### src/rtl/uart_pkg.sv
// Shared constants for the UART receive path running in the 9600 Hz bit-rate domain.
package uart_pkg;

    localparam int unsigned RX_DATA_W      = 8;
    localparam int unsigned RX_FIFO_DEPTH  = 16;
    localparam int unsigned RX_FIFO_ADDR_W = 4;
    localparam int unsigned RX_ERR_W       = 8;

    localparam string RX_CLK_DOMAIN = "clk_9600Hz";

endpackage

### src/rtl/rise_det.sv
// Rising-edge detector against a registered copy of the input; synchronous active-low reset.
module rise_det (
    input  logic clk_i,
    input  logic rst_ni,
    input  logic sig_i,
    output logic rise_o
);

    logic sig_q, sig_d;
    logic hist_vld_q, hist_vld_d;

    // A level already high when reset releases is not an edge: the history is only
    // trusted once it has captured one real post-reset sample.
    assign rise_o = sig_i & ~sig_q & hist_vld_q;

    always_comb begin
        sig_d      = sig_i;
        hist_vld_d = 1'b1;
    end

    always_ff @(posedge clk_i) begin
        if (!rst_ni) begin
            sig_q      <= 1'b0;
            hist_vld_q <= 1'b0;
        end else begin
            sig_q      <= sig_d;
            hist_vld_q <= hist_vld_d;
        end
    end

endmodule

### src/rtl/rx_byte_fifo.sv
// Receive byte FIFO behind the UART receiver: edge-triggered capture, registered read port,
// sticky overflow flag and saturating framing-error counter.
module rx_byte_fifo
    import uart_pkg::*;
#(
    parameter int unsigned DATA_W = RX_DATA_W,
    parameter int unsigned DEPTH  = RX_FIFO_DEPTH,
    parameter int unsigned ADDR_W = RX_FIFO_ADDR_W,
    parameter int unsigned ERR_W  = RX_ERR_W
) (
    input  logic              clk_9600Hz,
    input  logic              rst_n,
    input  logic [DATA_W-1:0] rx_data,
    input  logic              rx_done,
    input  logic              rx_err,
    input  logic              rd_en,
    input  logic              clr_flags,
    output logic [DATA_W-1:0] dout,
    output logic              dout_vld,
    output logic              empty,
    output logic              full,
    output logic [ADDR_W:0]   level,
    output logic              ovf,
    output logic [ERR_W-1:0]  err_cnt
);

    localparam int unsigned LVL_W = ADDR_W + 1;
    localparam logic [ERR_W-1:0] ERR_MAX = '1;

    logic [DATA_W-1:0] mem_q [DEPTH];

    logic [ADDR_W-1:0] wr_ptr_q, wr_ptr_d;
    logic [ADDR_W-1:0] rd_ptr_q, rd_ptr_d;
    logic [LVL_W-1:0]  level_q, level_d;
    logic [DATA_W-1:0] dout_q, dout_d;
    logic              dout_vld_q, dout_vld_d;
    logic              ovf_q, ovf_d;
    logic [ERR_W-1:0]  err_cnt_q, err_cnt_d;

    logic wr_ev, err_ev, rd_acc, wr_acc;

    rise_det u_done_det (
        .clk_i  (clk_9600Hz),
        .rst_ni (rst_n),
        .sig_i  (rx_done),
        .rise_o (wr_ev)
    );

    rise_det u_err_det (
        .clk_i  (clk_9600Hz),
        .rst_ni (rst_n),
        .sig_i  (rx_err),
        .rise_o (err_ev)
    );

    assign empty = (level_q == '0);
    assign full  = (level_q == LVL_W'(DEPTH));

    // A read from a full FIFO frees the slot the coincident write needs.
    assign rd_acc = rd_en & ~empty;
    assign wr_acc = wr_ev & (~full | rd_acc);

    always_comb begin
        wr_ptr_d   = wr_ptr_q;
        rd_ptr_d   = rd_ptr_q;
        level_d    = level_q;
        dout_d     = dout_q;
        dout_vld_d = rd_acc;
        ovf_d      = ovf_q;
        err_cnt_d  = err_cnt_q;

        if (wr_acc) begin
            wr_ptr_d = wr_ptr_q + ADDR_W'(1);
        end
        if (rd_acc) begin
            rd_ptr_d = rd_ptr_q + ADDR_W'(1);
            dout_d   = mem_q[rd_ptr_q];
        end
        if (wr_acc && !rd_acc) begin
            level_d = level_q + LVL_W'(1);
        end else if (rd_acc && !wr_acc) begin
            level_d = level_q - LVL_W'(1);
        end

        if (clr_flags) begin
            ovf_d     = 1'b0;
            err_cnt_d = '0;
        end else begin
            if (wr_ev && !wr_acc) begin
                ovf_d = 1'b1;
            end
            if (err_ev && err_cnt_q != ERR_MAX) begin
                err_cnt_d = err_cnt_q + ERR_W'(1);
            end
        end
    end

    always_ff @(posedge clk_9600Hz) begin
        if (!rst_n) begin
            wr_ptr_q   <= '0;
            rd_ptr_q   <= '0;
            level_q    <= '0;
            dout_q     <= '0;
            dout_vld_q <= 1'b0;
            ovf_q      <= 1'b0;
            err_cnt_q  <= '0;
        end else begin
            wr_ptr_q   <= wr_ptr_d;
            rd_ptr_q   <= rd_ptr_d;
            level_q    <= level_d;
            dout_q     <= dout_d;
            dout_vld_q <= dout_vld_d;
            ovf_q      <= ovf_d;
            err_cnt_q  <= err_cnt_d;
        end
    end

    // Storage is deliberately unreset; it is only observable through dout.
    always_ff @(posedge clk_9600Hz) begin
        if (rst_n && wr_acc) begin
            mem_q[wr_ptr_q] <= rx_data;
        end
    end

    assign dout     = dout_q;
    assign dout_vld = dout_vld_q;
    assign level    = level_q;
    assign ovf      = ovf_q;
    assign err_cnt  = err_cnt_q;

endmodule

### config.mk
export PLATFORM = sky130hd
export DESIGN_NAME = rx_byte_fifo
export DESIGN_NICKNAME = d
export VERILOG_FILES = /design/src/rtl/uart_pkg.sv /design/src/rtl/rise_det.sv /design/src/rtl/rx_byte_fifo.sv
export SDC_FILE = /design/constraint.sdc
export NUM_CORES = 1
export LEC_CHECK = 0
export CAP_MARGIN = 15
export CELL_PAD_IN_SITES_DETAIL_PLACEMENT = 2
export CELL_PAD_IN_SITES_GLOBAL_PLACEMENT = 2
export CORE_MARGIN = 2
export CORE_UTILIZATION = 35
export CTS_CLUSTER_SIZE = 10
export DETAILED_ROUTE_END_ITERATION = 12
export HOLD_SLACK_MARGIN = 0.05
export PLACE_DENSITY_LB_ADDON = 0.1
export SLEW_MARGIN = 30
export SYNTH_ARGS = -nofsm -noshare
export SYNTH_HDL_FRONTEND = slang
export SYNTH_SLANG_ARGS = --single-unit
### constraint.sdc
create_clock -name clk_9600Hz -period 5.8 [get_ports clk_9600Hz]
set_clock_uncertainty 0.15 [all_clocks]
set_input_delay 1.74 -clock clk_9600Hz [delete_from_list [all_inputs] [get_ports clk_9600Hz]]
set_output_delay 1.74 -clock clk_9600Hz [all_outputs]
set_load 0.02 [all_outputs]
Word level (Yosys, flattened, before mapping)
Memories as Yosys holds them, arrays and structs flattened. A register that Yosys moved wholly into a read port is not among the register bits.
Cells that the tools add are included.
{"block": "op_classes", "n_addsub": 5, "n_mul": 0, "div": 0, "magnitude_cmp": 0, "eq_ne": 2, "shifts": 0, "muxes": 5, "bitwise_logic": 12, "reduce_logical": 11}
{"operator": "5-bit two-way mux", "n": 2}
{"operator": "4-bit by 1-bit adder with 4-bit output (second input constant)", "n": 2}
{"operator": "8-bit by 1-bit adder with 8-bit output (second input constant)", "n": 1}
{"operator": "8-bit inequality test (second input constant)", "n": 1}
{"operator": "1-bit AND", "n": 6}
{"operator": "5-bit by 1-bit adder with 5-bit output (second input constant)", "n": 1}
{"operator": "5-bit == test (second input constant)", "n": 1}
{"operator": "1-bit logical AND", "n": 5}
{"operator": "5-bit zero test", "n": 1}
{"operator": "1-bit NOT", "n": 5}
{"operator": "5-bit by 1-bit subtractor with 5-bit output (second input constant)", "n": 1}
{"operator": "1-bit zero test", "n": 3}
{"operator": "1-bit two-way mux", "n": 3}
{"operator": "2-bit nonzero test", "n": 1}
{"operator": "2-bit OR reduction", "n": 1}
{"operator": "1-bit bitwise OR", "n": 1}
{"block": "word_totals", "register_bits": 26, "latchBits": 0, "ramBits": 128, "mem_bits_ro": 0, "out_inout_bits": 25, "mem_count": 1}
{"name": "mem_q", "depth": 16, "width": 8, "rd": 1, "rd_ports_with_merged_regs": 1, "write_ports": 1, "line": "rx_byte_fifo.sv:30", "source": "logic [DATA_W-1:0] mem_q [DEPTH];"}

Logic depth before layout (Yosys ltp)
Gate-level depths: netlist of run 1.
{"block": "logic_depth", "ltp_word": 9, "ltp_mapped": 13, "depth_no_buf": 10}

Modules after synthesis
Synthesis of run 1 repeated with hierarchy kept, for this count alone.
{"block": "hier_totals", "hier_cells": 446, "hier_area_um2": 6580.1}
{"module": "rx_byte_fifo", "instances": 1, "cells_each": 438, "area_each_um2": 6470.0, "seq_area_each_um2": 4464.3}
{"module": "rise_det", "instances": 2, "cells_each": 4, "area_each_um2": 55.1, "seq_area_each_um2": 40.0}

Worst setup path before layout of run 1
OpenSTA, ideal clock, no wires.
{"block": "synth_timing", "path_type": "input to register", "startpoint": "input port rd_en", "endpoint": "register level_q[4], in the netlist level[4]", "setup_time_ns": 0.072, "arrival_ns": 3.625, "required_time_ns": 5.578, "setup_slack_ns": 1.953, "path_stages": 11, "path_buffers": 1, "path_cell_list": "nand2b_1 -> o21ai_4 -> inv_2 -> buf_6 -> ha_1 -> inv_1 -> ha_1 -> a21o_1 -> a21oi_1 -> mux2i_1 -> mux2i_1"}
{"block": "synth_via", "elab_chain_cells": 6, "word_cells_on_any_way": 9, "cone_classes": "mux: 1; bitwise: 3; reduce/logical: 5"}
{"element": "from (decl)", "line": "rx_byte_fifo.sv:16", "source": "input logic rd_en,"}
{"element": "1-bit AND *", "line": "rx_byte_fifo.sv:60", "source": "assign rd_acc = rd_en & ~empty;"}
{"element": "1-bit bitwise OR", "line": "rx_byte_fifo.sv:61", "source": "assign wr_acc = wr_ev & (~full | rd_acc);"}
{"element": "1-bit AND", "line": "rx_byte_fifo.sv:61"}
{"element": "1-bit zero test", "line": "rx_byte_fifo.sv:81", "source": "end else if (rd_acc && !wr_acc) begin"}
{"element": "1-bit logical AND", "line": "rx_byte_fifo.sv:81"}
{"element": "2-bit nonzero test (no line)"}
{"element": "to (signal assigned)", "line": "rx_byte_fifo.sv:110", "source": "level_q <= level_d;"}
{"element": "to (decl)", "line": "rx_byte_fifo.sv:34", "source": "logic [LVL_W-1:0] level_q, level_d;"}
Every way passes the cells marked *; elsewhere a longest branch is shown, timed or not.
A chain may end at the register's enable or synchronous reset.

Worst setup path after layout of run 1
Ends and elaborated chain as after synthesis.

==> key figures, run 1 <==
STA
  • RSZ-0062 raised after global routing: no
  • Max frequency: approximately 230 MHz
  • Clock period minus worst slack: around 4300 ps
  • Final Hold Vio Count: 0
  • Max transition margin: 49.9%
  • Worst-Margin Slew: between 700 and 800 ps
  • Final Cycle Share: 74.1%
  • Fin. max-slew vios: 0
  • Setup WS post-layout: approximately 1500 ps
  • WHS: 355 ps
  • Total negative slack: 0 ps
  • Final setup fails: 0

Global routing
  • Largest net degree at the start of global routing: between 40 and 50
  • GRT Residual Overflow: 0
  • Antenna violations before repair: 0
  • First-pass GRT wire length: 26000 µm
  • Vias in the first global route: approximately 4300
  • Total track usage: between 15 and 20%

Logic synthesis
  • Synth Warn #: 0
  • Number of synthesized flops with an enable pin: ~130
  • Post-Syn Area: 6560 µm²
  • Post-synth net total: around 470
  • Post-synthesis register bit count: between 150 and 200
  • Post-synthesis cell type count: between 40 and 50
  • Asr flop ratio synth: 0%
  • Post-Syn Area per Cell: between 10 and 15 µm²
  • Cells after synthesis: between 400 and 500
  • Most used DFF post-synth: edfxtp_1
  • Seq/Total Area, Yosys: between 60% and 70%

Die
  • FP Rows: 50
  • I/O Pins: 39
  • Core area: approximately 19000 µm²
  • Die ar.: ~20000 µm²
  • Starting Density: between 30% and 40%
  • Die X: roughly 140 µm
  • Die Ht: ~140 µm

Run
  • MaxCap Viol Count: 0

Clocking
  • CTS buffer count: 17
  • CTS resizes: 0
  • TritonCTS clock tree: built
  • Post-CTS Setup Bufs: 0
  • CTS H-tree lvls: 4
  • CTS root buf: clkbuf_16
  • Clock Latency Late Sink: 430 ps
  • Longest Clk Path Bufs: 2
  • CTS clk-pin slew, worst paths: 60 ps
  • # hold bufs at CTS: 0
  • Clock Sinks: roughly 160

Placed design
  • DPL Wire Length: around 11000 µm
  • Cells after DPL: about 690
  • Placer Congestion: between 0.7 and 0.8
  • Port Buffers: 38
  • Pre-CTS WS: just over 1000 ps

Route
  • Final wirelength: ~17000 µm
  • Drt initial violations: 249
  • Via count of the routed design: between 3000 and 4000
  • Remaining antenna violation count: 0
  • Drt via density: between 5 and 6
  • TritonRoute pass-1 iters: 4
  • Routed length per instance: between 20 and 25 µm
  • Residual DRC: 0

Worst setup path
  • Worst r2r src: level[0]
  • Crit Path Max Fanout: 19
  • Worst Setup Path Type: in2reg
  • Crit. End Element: flop
  • Critical path origin: rd_en
  • Critical Path AT: roughly 4500 ps
  • Startpoint types: primary input
  • WP data required: 6010 ps

Min path
  • Worst hold-check path type: reg2reg
  • Hold path start: ovf

Layout
  • Layout cells sized above 1: under 10%
  • Nets: roughly 500
  • Area growth, synth to finish: 17.6%
  • # diodes: 0
  • Post-Layout Cell Count: around 730

Power
  • Leak: between 2 and 2.5 nW
  • Peak supply drop: between 0.0002 and 0.00025 V
  • Total power: approximately 0.0030 W
  • Cell Pwr Density: just under 400 nW/µm²

Outcome
  • Run status: complete, no violations
where the power goes:
part / internal (W) / switching, W / total, W
sequential: 0.00130 / 0.0000579 / 0.00136
clock: 0.000677 / 0.000460 / 0.00114
combinational: 0.000197 / 0.000282 / 0.000479
total: 0.00217 / 0.000800 / 0.00297
cell families after synthesis:
family | share of synthesized area (%)
buffers and inverters | 2.59
multiplexers | 10.7
XOR/XNOR | 1.87
adder cells (fa/ha/maj) | 2.21
AND/OR/NAND/NOR | 7.00
AO/OA/AOI/OAI | 6.64
flip-flops | 69.0
cell usage after synthesis (8+ instances only):
| library cell | instances | share of area [%] |
|---|---|---|
| buf_2 | 10 | 0.76 |
| mux2i_1 | 70 | 11 |
| xnor2_1 | 10 | 1.3 |
| clkbuf_1 | 8 | 0.46 |
| nor2_1 | 25 | 1.4 |
| inv_1 | 8 | 0.46 |
| ha_1 | 10 | 1.9 |
| edfxtp_1 | 128 | 59 |
| o21ai_0 | 8 | 0.61 |
| a21oi_1 | 15 | 1.1 |
| dfxtp_1 | 34 | 10 |
| o22ai_1 | 32 | 3.1 |
| and3_1 | 17 | 1.6 |
| nor4_1 | 8 | 0.76 |
sequential cells by signal, summed over array words and instances, names as in the netlist:
signal / cells
u_err_det.hist_vld_q: 1
wr_ptr_q: 4
mem_q: 128
err_cnt: 8
u_done_det.sig_q: 1
dout_vld: 1
ovf: 1
rd_ptr_q: 4
dout: 8
level: 5
u_err_det.sig_q: 1
cell usage in the layout, fill, tap and decap left out, types with 4 or more instances in the layout:
| cell | count |
|---|---|
| edfxtp_1 | 128 |
| mux2i_1 | 70 |
| clkdlybuf4s50_1 | 38 |
| dfxtp_1 | 33 |
| o22ai_1 | 32 |
| nor2_1 | 25 |
| and3_1 | 17 |
| clkbuf_16 | 17 |
| a21oi_1 | 15 |
| xnor2_1 | 10 |
| ha_1 | 10 |
| inv_1 | 8 |
| nor4_1 | 8 |
| o21ai_0 | 8 |
| nand2_1 | 5 |
| nand3_1 | 5 |
| nand3b_1 | 4 |
| xor2_1 | 4 |
final timing paths:
check                                end  slack (ps)  cells after the start
worst max-delay path            level[4]        1500                     10
worst min-delay path                 ovf         360                      2
worst max register to register  level[4]        2310                     10
worst min register to register       ovf         360                      2
routing by layer:
| metal | global-route usage [%] | wire length (µm) | vias up |
|---|---|---|---|
| li1 | - | - | 1771 |
| met1 | 23.5 | 7770 | 2024 |
| met2 | 30.4 | 8390 | 37 |
| met3 | 3.06 | 274 | 18 |
| met4 | 5.89 | 275 | 0 |
| met5 | 0 | 0 | - |
critical path, stage by stage:
cell             delay [ps]
clkdlybuf4s50_1         530
o21a_1                  620
inv_1                   140
ha_1                    240
inv_1                   160
ha_1                    300
a21o_1                  190
a21oi_1                 170
mux2i_1                 230
mux2i_1                 190
through the flow:
| step | instance area [µm²] | utilization, % |
|---|---|---|
| finish | 7710 | 41.6 |
| global route | 7710 | 41.6 |
| CTS | 7710 | 41.6 |
| detailed placement | 7120 | 38.5 |
| global placement | 7120 | 38.5 |
| floorplan | 6560 | - |
area by class of cell:
cell class,count,area [µm²]
flip-flops and latches,162,4530
clock inverters,13,159
clock buffers,19,433
inverters,9,33.8
repair buffers,41,403
well taps,234,293
multi-input cells,247,1860
fillers,1813,10800
Power figures use the tool's default switching activity.
==> run 2, diff against run 1 <==
Clock period 5.8 ns to 3.9 ns, I/O delays scaled along.
==> key figures, run 2 (synthesis gave the netlist of run 1 again) <==
STA
  • Total negative slack: 0 ps
  • Setup WS post-layout: 231 ps
  • Final setup fails: 0
  • Max transition margin: 51.4%
  • Fin. max-slew vios: 0
  • RSZ-0062 raised after global routing: no
  • Final Cycle Share: 94.1%
  • Max frequency: around 270 MHz
  • Worst-Margin Slew: 729 ps
  • Final Hold Vio Count: 0
  • Clock period minus worst slack: 3670 ps

Worst setup path
  • Worst r2r src: level[0]
  • Worst path bufs/invs: 1
  • FF-to-FF path depth: 10
  • Slowest stage cell, crit path: or4_1
  • CP top delay family: simple AND/OR/NAND/NOR gates
  • WP data required: about 2600 ps
  • Crit-path max cell delay: 760 ps
  • Critical Path AT: about 2400 ps
  • Crit. End Element: output pin
  • Worst Setup Path Type: reg2out
  • Reg-to-reg slack, setup: approximately 700 ps
  • Startpoint types: flop
  • Crit path cell chain: or4_1 > nor2_1 > clkdlybuf4s50_1
  • End of the worst register-to-register path: level[4]
  • Crit Path Max Fanout: 8

Clocking
  • Longest Clk Path Bufs: 2
  • CTS clk-pin slew, worst paths: around 60 ps
  • Post-CTS Setup Bufs: 0
  • CTS H-tree lvls: 4
  • CTS buffer count: 17
  • Clock Sinks: 162
  • Clock Latency Late Sink: between 400 and 500 ps
  • CTS resizes: 0
  • TritonCTS clock tree: built
  • # hold bufs at CTS: 0
  • CTS root buf: clkbuf_16

Route
  • Remaining antenna violation count: 0
  • Via count of the routed design: 3838
  • TritonRoute pass-1 iters: 6
  • Residual DRC: 0
  • Drt initial violations: roughly 150
  • Routed length per instance: between 20 and 25 µm
  • Drt via density: 5.24
  • Final wirelength: between 15000 and 20000 µm

Die
  • Die ar.: between 15000 and 20000 µm²
  • Die Ht: around 140 µm
  • Die X: roughly 140 µm
  • Starting Density: a little over a third
  • I/O Pins: 39
  • Core area: 18500 µm²
  • FP Rows: 50

Layout
  • Layout cells sized above 1: ~9%
  • Nets: 510
  • Largest Register: mem_q
  • Max reg flops: between 100 and 150
  • Commonest cells after routing, fill and taps aside: edfxtp_1, mux2i_1, clkdlybuf4s50_1
  • Area growth, synth to finish: 17.9%
  • # diodes: 0
  • Commonest non-fill, non-tap cell in the layout: edfxtp_1

Min path
  • Worst hold-check path type: reg2reg
  • Hold EP: err_cnt[6]
  • Hold depth: 2
  • Hold path start: err_cnt[6]

Placed design
  • Port Buffers: 38
  • DPL Wire Length: about 11000 µm
  • Placer Congestion: about 0.74
  • Pre-CTS WS: between 100 and 150 ps

Run
  • MaxCap Viol Count: 0

Global routing
  • Total track usage: 17.1%
  • Vias in the first global route: 4085
  • Antenna violations before repair: 0
  • Largest net degree at the start of global routing: 39
  • First-pass GRT wire length: ~25000 µm
  • GRT Residual Overflow: 0

Outcome
  • Run status: complete, no violations

Power
  • Cell Pwr Density: about 560 nW/µm²
  • Peak supply drop: between 0.0003 and 0.0004 V
  • Total power: around 0.0043 W
  • Leak: approximately 2.5 nW
-- run 2: metrics by stage --
step / utilization (%) / std cells / hold slack, ps / cell area (µm²)
after floorplan: - / 442 / 351 / 6560
after global placement: 38.7 / 700 / 329 / 7170
after detailed placement: 38.7 / 700 / 347 / 7170
after CTS: 41.7 / 732 / 359 / 7730
after global routing: 41.7 / 732 / 388 / 7730
final: 41.7 / 732 / 355 / 7730
-- run 2: worst reg2reg max path, stage by stage (launching register included) --
cell and delay (ps):
dfxtp_1 380, or4_1 760, o21a_1 270, inv_1 90, ha_1 170, inv_1 120
fa_1 430, a21o_1 170, a21oi_1 170, mux2i_1 240, mux2i_1 190
-- run 2: worst max-delay path by stage --
| stage | slack (ps) | end | cells after the start | startpoint |
|---|---|---|---|---|
| 6_report | 230 | full | 3 | level[0] |
| 4_1_cts | 200 | full | 3 | level[0] |
| 5_1_grt | 110 | full | 3 | level[0] |
| 3_3_place_gp | 230 | level[4] | 11 | rx_done |
| 2_1_floorplan | 620 | level[4] | 11 | rd_en |
| 3_5_place_dp | 100 | level[4] | 11 | rx_done |
-- run 2: area by class of cell --
cell class | instances | area (µm²)
clock inverter | 6 | 56.3
inverter | 9 | 33.8
tap | 234 | 293
sequential | 162 | 4530
fill | 1825 | 10800
multi-input combinational | 247 | 1860
timing repair buffer | 48 | 455
clock buffer | 26 | 499
-- run 2: per-layer routing --
| metal | vias to the layer above | global-route usage [%] | wire (µm) |
|---|---|---|---|
| met5 | - | 0 | 0 |
| met4 | 0 | 3.79 | 93 |
| met3 | 6 | 3.97 | 429 |
| met2 | 49 | 28.3 | 7980 |
| met1 | 2004 | 23.1 | 7710 |
| li1 | 1779 | - | - |
-- run 2: where the power goes --
part	leakage (nW)	switching, W	internal [W]
Combinational	0.785	0.000434	0.000302
Clock	0.278	0.000647	0.000944
Sequential	1.43	0.0000799	0.00193
==> run 3, diff against run 2 <==
Settings changed: CORE_UTILIZATION 35 to 39, MAX_ROUTING_LAYER set to met4, SYNTH_HIERARCHICAL set to 1.
==> key figures, run 3 <==
Layout
  • Largest Register: mem_q
  • Commonest cells after routing, fill and taps aside: edfxtp_1, mux2i_1, clkdlybuf4s50_1
  • Max reg flops: around 130
  • Fill cells: ~1600
  • Reg area: ~4500 µm²
  • Nets: 527
  • Area growth, synth to finish: 21.1%
  • # diodes: 0
  • Area of the multi-input gates: around 1900 µm²
  • Commonest non-fill, non-tap cell in the layout: edfxtp_1
  • Layout cells sized above 1: 12.0%

Route
  • Routed length per instance: ~24 µm
  • Drt initial violations: 170
  • Via count of the routed design: about 4000
  • Residual DRC: 0
  • Final wirelength: between 15000 and 20000 µm
  • Drt via density: around 5.4
  • Remaining antenna violation count: 0
  • TritonRoute pass-1 iters: 4

Worst setup path
  • FF-to-FF path depth: 10
  • Crit Path Max Fanout: 9
  • Critical Path AT: about 2200 ps
  • Crit. End Element: output pin
  • Worst Setup Path Type: reg2out
  • Startpoint types: flop
  • WP data required: approximately 2600 ps

Clocking
  • TritonCTS clock tree: built
  • CTS clk-pin slew, worst paths: about 60 ps
  • Longest Clk Path Bufs: 2
  • Clock Latency Late Sink: approximately 430 ps
  • CTS H-tree lvls: 4
  • CTS buffer count: 17
  • CTS resizes: 0
  • # hold bufs at CTS: 0
  • Clock Sinks: between 150 and 200
  • Post-CTS Setup Bufs: 0
  • CTS root buf: clkbuf_16

Run
  • MaxCap Viol Count: 0

Die
  • Starting Density: about two fifths
  • Die X: around 130 µm
  • Core area: about 17000 µm²
  • Die Ht: roughly 130 µm
  • Die ar.: about 18000 µm²
  • FP Rows: between 40 and 50
  • I/O Pins: 39

STA
  • Clock period minus worst slack: between 3000 and 4000 ps
  • Total negative slack: 0 ps
  • Final setup fails: 0
  • Worst-Margin Slew: around 800 ps
  • Max transition margin: 46.2%
  • Final Cycle Share: 90.1%
  • RSZ-0062 raised after global routing: no
  • Max frequency: ~280 MHz
  • WHS: 358 ps
  • Final Hold Vio Count: 0
  • Fin. max-slew vios: 0

Global routing
  • Largest net degree at the start of global routing: 33
  • GRT Residual Overflow: 0
  • First-pass GRT wire length: 26700 µm
  • Vias in the first global route: ~4500
  • Antenna violations before repair: 0
  • Total track usage: between 20% and 30%

Outcome
  • Run status: complete, no violations

Logic synthesis
  • Synth Warn #: 6
  • Cells after synthesis: between 400 and 500
  • Post-synthesis cell type count: 39
  • Synth top area share: between 50% and 60%
  • Seq/Total Area, Yosys: around 69%
  • Post-synthesis register bit count: around 160
  • Most used DFF post-synth: edfxtp_1
  • Number of synthesized flops with an enable pin: between 100 and 150
  • Post-synth net total: 471
  • Synth area leader: edfxtp_1
  • Asr flop ratio synth: 0%
  • Post-Syn Area: 6580 µm²
  • Most frequent cell after synthesis: edfxtp_1
  • Post-synth top cells: edfxtp_1, mux2i_1, dfxtp_1, o22ai_1, nor2_1
  • Top cells by area, synth: edfxtp_1, dfxtp_1, mux2i_1, o22ai_1, ha_1
  • Post-Syn Area per Cell: between 10 and 15 µm²

Min path
  • Worst hold-check path type: reg2reg
  • Hold depth: 2

Power
  • Leak: approximately 2.6 nW
  • Peak supply drop: about 0.00032 V
  • Cell Pwr Density: ~590 nW/µm²

Placed design
  • DPL Wire Length: around 11000 µm
  • Port Buffers: 38
  • Placer Congestion: about 0.77
[run 3: cell count changes after synthesis, sizes merged, moves of 2 or more]
cell | before | now
nor3 | 2 | 0
nor2b | 1 | 3
nand2 | 5 | 8
xnor2 | 10 | 7
o21ai | 10 | 14
nor2 | 25 | 27
and3 | 17 | 3
and2 | 3 | 11
o211ai | 3 | 5
a2111oi | 2 | 0
a211oi | 2 | 0
[run 3: cell families after synthesis]
family          Yosys count  share of synthesized area [%]
simple gates             87                           7.34
buf+inv                  32                           2.38
fa+ha+maj                11                           2.21
xor+xnor                 12                           1.60
compound gates           71                           6.77
mux                      70                           10.6
flops                   163                           69.1
[run 3: area by class of cell]
type                            instances  area share, %
Inverter                                8          0.377
Clock buffer                           18           5.51
Multi-Input combinational cell        251           23.6
Sequential cell                       163           57.1
Tap cell                              220           3.45
Timing Repair Buffer                   61           7.10
Clock inverter                         14           2.90
[run 3: critical path, stage by stage, from the launching register on]
cell and delay [ps]:
dfxtp_1 370, or4_4 650, nor2_1 120, clkdlybuf4s50_1 610
[run 3: stage by stage]
step / cells / cell area [µm²] / util (%) / total power, W / setup WS [ps]
5_1_grt: 735 / 7970 / 48.2 / 0.00487 / 289
2_1_floorplan: 446 / 6580 / - / 0.00251 / 630
4_1_cts: 735 / 7970 / 48.2 / 0.00474 / 335
6_report: 735 / 7970 / 48.2 / 0.00469 / 387
3_5_place_dp: 703 / 7300 / 44.2 / 0.00282 / 115
3_3_place_gp: 703 / 7300 / 44.2 / 0.00278 / 171
[run 3: report_power, final]
group	switching (W)	internal, W	leakage, nW
Clock	0.000696	0.00121	0.324
Combinational	0.000432	0.000316	0.802
Sequential	0.0000874	0.00194	1.44
Total	0.00121	0.00347	2.57
[run 3: path summary, 6_finish.rpt]
kind / end / start / slack [ps]
hold reg to reg: ovf / ovf / 360
setup / recovery: full / level[0] / 390
setup reg to reg: level[4] / level[0] / 890
hold / removal: ovf / ovf / 360
[run 3: layer usage]
layer	track usage [%]	routed length, µm
met5	-	0
met4	8.04	306
met3	4.54	417
met2	37.2	9160
met1	24.6	7450
